<file path="src/rtl/sum_batch_accumulator.sv">
// Batch accumulator: folds a stream of unsigned sums into a wide running total
// and emits one {total, count, overflow} record per batch over valid/ready.
module sum_batch_accumulator #(
   parameter int  DATA_W    = 32,
   parameter int  ACC_W     = 40,   // must be >= DATA_W
   parameter int  MAX_BATCH = 16,   // must be >= 1
   localparam int CNT_W     = $clog2(MAX_BATCH + 1)
) (
   input  logic              clk,
   input  logic              rst_n,
   input  logic [DATA_W-1:0] in_sum,
   input  logic              in_valid,
   input  logic              in_last,
   output logic              in_ready,
   output logic [ACC_W-1:0]  out_total,
   output logic [CNT_W-1:0]  out_count,
   output logic              out_overflow,
   output logic              out_valid,
   input  logic              out_ready
);
   typedef enum logic {ACCUM = 1'b0, EMIT = 1'b1} state_t;

   state_t           r_state;
   logic [ACC_W-1:0] r_acc;
   logic [CNT_W-1:0] r_cnt;
   logic             r_ovf;

   logic [ACC_W:0]   w_sum;
   logic [CNT_W-1:0] w_cnt_nxt;
   logic             w_in_xfer;
   logic             w_out_xfer;
   logic             w_close;

   // One extra bit on the add exposes the carry out of the ACC_W total.
   assign w_sum      = {1'b0, r_acc} + {{(ACC_W + 1 - DATA_W){1'b0}}, in_sum};
   assign w_cnt_nxt  = r_cnt + CNT_W'(1);
   assign w_in_xfer  = in_valid && (r_state == ACCUM);
   assign w_out_xfer = out_ready && (r_state == EMIT);
   assign w_close    = in_last || (w_cnt_nxt == CNT_W'(MAX_BATCH));

   always_ff @(posedge clk) begin
      if (!rst_n) begin
         r_state <= ACCUM;
         r_acc   <= '0;
         r_cnt   <= '0;
         r_ovf   <= 1'b0;
      end else begin
         case (r_state)
            ACCUM: begin
               if (w_in_xfer) begin
                  r_acc <= w_sum[ACC_W-1:0];
                  r_cnt <= w_cnt_nxt;
                  r_ovf <= r_ovf | w_sum[ACC_W];
                  if (w_close) r_state <= EMIT;
               end
            end
            EMIT: begin
               if (w_out_xfer) begin
                  r_acc   <= '0;
                  r_cnt   <= '0;
                  r_ovf   <= 1'b0;
                  r_state <= ACCUM;
               end
            end
            default: r_state <= ACCUM;
         endcase
      end
   end

   // Handshake flags come from state alone; record fields are the live registers,
   // which cannot change while EMIT waits for the sink.
   assign in_ready     = (r_state == ACCUM);
   assign out_valid    = (r_state == EMIT);
   assign out_total    = r_acc;
   assign out_count    = r_cnt;
   assign out_overflow = r_ovf;
endmodule

</file>
<file path="config.mk">
export PLATFORM = sky130hd
export DESIGN_NAME = sum_batch_accumulator
export DESIGN_NICKNAME = d
export VERILOG_FILES = /design/src/rtl/sum_batch_accumulator.sv
export SDC_FILE = /design/constraint.sdc
export NUM_CORES = 1
export LEC_CHECK = 0
export CAP_MARGIN = 25
export CORE_MARGIN = 5
export CORE_UTILIZATION = 40
export CTS_BUF_LIST = sky130_fd_sc_hd__clkbuf_8
export DETAILED_ROUTE_END_ITERATION = 10
export PLACE_DENSITY = 0.67
export SLEW_MARGIN = 0
export SYNTH_ARGS = -nofsm -noshare
export SYNTH_HDL_FRONTEND = slang
export SYNTH_SLANG_ARGS = --single-unit
</file>
<file path="constraint.sdc">
create_clock -name clk -period 3.6 [get_ports clk]
set_input_delay 0.9 -clock clk [delete_from_list [all_inputs] [get_ports clk]]
set_output_delay 0.9 -clock clk [all_outputs]
set_load 0.005 [all_outputs]
</file>
==> out/qor.yml <==
status:
  outcome: "completed"
logic_synthesis:
  syn_area_um2: 3573
  syn_avg_cell_area_um2: 7.906
  synth_cells: 452
  synth_cell_type_count: 59
  synth_seq_area_share: 0.2633
  synth_nets: 524
  async_reset_ff_frac: 0
  synth_top_flop_cell: "dfxtp_1"
  synth_edf_count: 0
  synth-seq-cells: 47
  yosys_warnings: 0
finish:
  n_antenna_cell: 0
  final_layout_size_suffix_gt1_frac: 0.07623
  num-nets-final: 622
  fin_area_um2: 4736
  area_delta_synth_final_pct: 32.53
  layout_common_cells: "clkdlybuf4s50_1 (84), nand2_1 (65), dfxtp_1 (47)"
  final_common_cell: "clkdlybuf4s50_1"
  instances_no_fill: 659
die:
  die_width_um: 104.5
  initial_utilization: 0.4098
  row_count: 34
  die_area_um2: 10920
  die_height_um: 104.5
  coreArea_um2: 8721
  io_pins: 85
placement:
  dpl.cell_count: 651
  place_area_um2: 4643
  io_buffers: 84
  dp_hpwl_um: 7747
  place.gp.congestion: 0.8762
drt:
  drcViolationCount: 0
  wirelength_um: 9795
  num_vias: 3615
  viasPerCell: 5.486
  first_iter_violations: 162
  ant_nets: 0
  drt_pass1_iterations: 5
  wl_per_cell_um: 14.86
worst_setup_path:
  worstReg2RegEnd: "out_total[31]"
  crit_type: "input pin to flop"
  cp.arrival_ns: 3.57
  crit_path_end_kind: "flop"
  reg2reg_setup_slack_ns: 0.93
  critPathMaxFanout: 3
  start_kind: "input pin"
  required_ns: 3.84
  worstRegToRegCells: 9
  cp-endpoint: "out_total[31]"
  cp-startpoint: "in_sum[11]"
  r2r-start: "out_total[11]"
power_and_ir_drop:
  power_density_nw_per_um2: 368.6
  leakage_uw: 0.001917
  ir_worst_vdd_uv: 190.4
sta:
  clock.fmax_ghz: 0.3006
  rsz0062_at_grt: "no"
  period_share: 0.9241
  slew_violations: 0
  period_needed_ns: 3.327
  hold_violations: 0
  worstMarginPinSlew_ns: 0.6007
  finalSetupViolCount: 0
  max_slew_margin: 0.5985
  fin_worst_skew_ns: 0.01216
global_route:
  grt_pass1_wl_um: 16440
  grt_pass1_vias: 3625
  antenna_found_initial: 0
  grt_use_total: 0.1764
  grt_max_degree: 28
  grt-ovfl-total: 0
clocking:
  clk-insertion-delay-late_ns: 0.31
  clock_sinks: 47
  cts_root_buf: "clkbuf_8"
  cts_tree: "done"
  ctsHoldBuffers: 0
  cts_resized: 0
  htreeDepth: 2
  cts_buffers: 5
  cts_buffer_depth: 2
  cts.reportedPaths.clkPinSlew_ns: 0.10
  postCtsSetupBuffers: 0
flow_run:
  drv_cap: 0
min_path:
  hp-class: "flop to flop"
[through the flow]
step | hold WS, ns | setup slack, ns | util | total power [µW] | setup TNS (ns)
global route | 0.5024 | 0.1295 | 0.5430 | 1878 | 0
finish | 0.4783 | 0.2734 | 0.5430 | 1745 | 0
global placement | 0.4626 | -0.03236 | 0.5324 | 1406 | -0.03236
CTS | 0.4819 | 0.2839 | 0.5430 | 1763 | 0
floorplan | 0.4647 | 0.5703 | - | 1121 | 0
detailed placement | 0.4674 | -0.04117 | 0.5324 | 1415 | -0.04117
[how the worst min path moves through the flow]
stage / from / end / cells past startpoint
2_1_floorplan: out_overflow / out_overflow / 2
3_3_place_gp: out_total[28] / out_total[28] / 2
3_5_place_dp: out_overflow / out_overflow / 2
6_report: out_total[28] / out_total[28] / 2
4_1_cts: out_total[28] / out_total[28] / 2
5_1_grt: out_total[19] / out_total[19] / 2
[final cells by class]
| type | instances | area (µm²) |
|---|---|---|
| fillers | 811 | 3985 |
| multi-input cells | 385 | 2554 |
| repair buffers | 103 | 983.4 |
| flip-flops and latches | 47 | 940.9 |
| well taps | 108 | 135.1 |
| clock buffers | 5 | 68.82 |
| inverters | 8 | 30.03 |
| clock inverters | 3 | 23.77 |
[critical path, cell delays in order]
cell	delay (ns)
clkdlybuf4s50_1	0.40
ha_1	0.31
and4_1	0.25
or3b_1	0.37
a31oi_2	0.21
o21ai_2	0.10
a31oi_4	0.24
a21boi_2	0.11
or4_1	0.49
a31oi_1	0.17
[synthesized netlist by cell type (all sizes together) (2+ instances only)]
cell type | number | area (µm²)
a211oi | 7 | 52.55
a21o | 10 | 76.32
a21oi | 31 | 155.2
a22oi | 13 | 97.59
a31o | 2 | 17.52
a31oi | 7 | 65.06
a41oi | 2 | 17.52
and2 | 7 | 43.79
and3 | 3 | 20.02
and4 | 2 | 17.52
buf | 2 | 11.26
clkbuf | 10 | 37.54
dfxtp | 47 | 940.9
ha | 34 | 425.4
inv | 8 | 30.03
mux2i | 5 | 50.05
nand2 | 66 | 255.2
nand2b | 6 | 37.54
nand3 | 15 | 75.07
nand4 | 7 | 43.79
nor2 | 30 | 112.6
nor2b | 17 | 106.4
nor3 | 10 | 50.05
o211ai | 3 | 22.52
o21a | 11 | 82.58
o21ai | 38 | 197.7
o21bai | 5 | 37.54
o221ai | 2 | 23.77
o22ai | 2 | 12.51
o31ai | 5 | 51.30
or3 | 3 | 18.77
or4 | 2 | 15.01
xnor2 | 17 | 148.9
xor2 | 8 | 70.07
[per-layer routing]
metal  up-vias  track usage  wire length (µm)
met3        20      0.05338               635
met1      1634       0.2212              4433
met5         -            0                 0
met4         0      0.06383               230
met2       106       0.2855              4495
li1       1855            -                 -
[registers in the layout, indices dropped and copies added (netlist names)]
register and count:
out_total 40, out_valid 1, out_overflow 1, out_count 5
[logic make-up (layout without fill, tap and decap cells)]
family / after synthesis / count (layout) / synth area share
AND/OR/NAND/NOR: 172 / 172 / 0.2314
AO/OA/AOI/OAI: 148 / 148 / 0.2833
flip-flops: 47 / 47 / 0.2633
adder cells (fa/ha/maj): 35 / 35 / 0.1247
XOR/XNOR: 25 / 25 / 0.06127
buffers and inverters: 20 / 119 / 0.02206
multiplexers: 5 / 5 / 0.01401
[report_power, final]
part | switching (µW) | leakage [µW] | internal, µW
combinational | 395 | 0.00149 | 392
clock | 200 | 0.0000408 | 139
sequential | 47.7 | 0.000385 | 572
(Power assumes the default switching activity.)
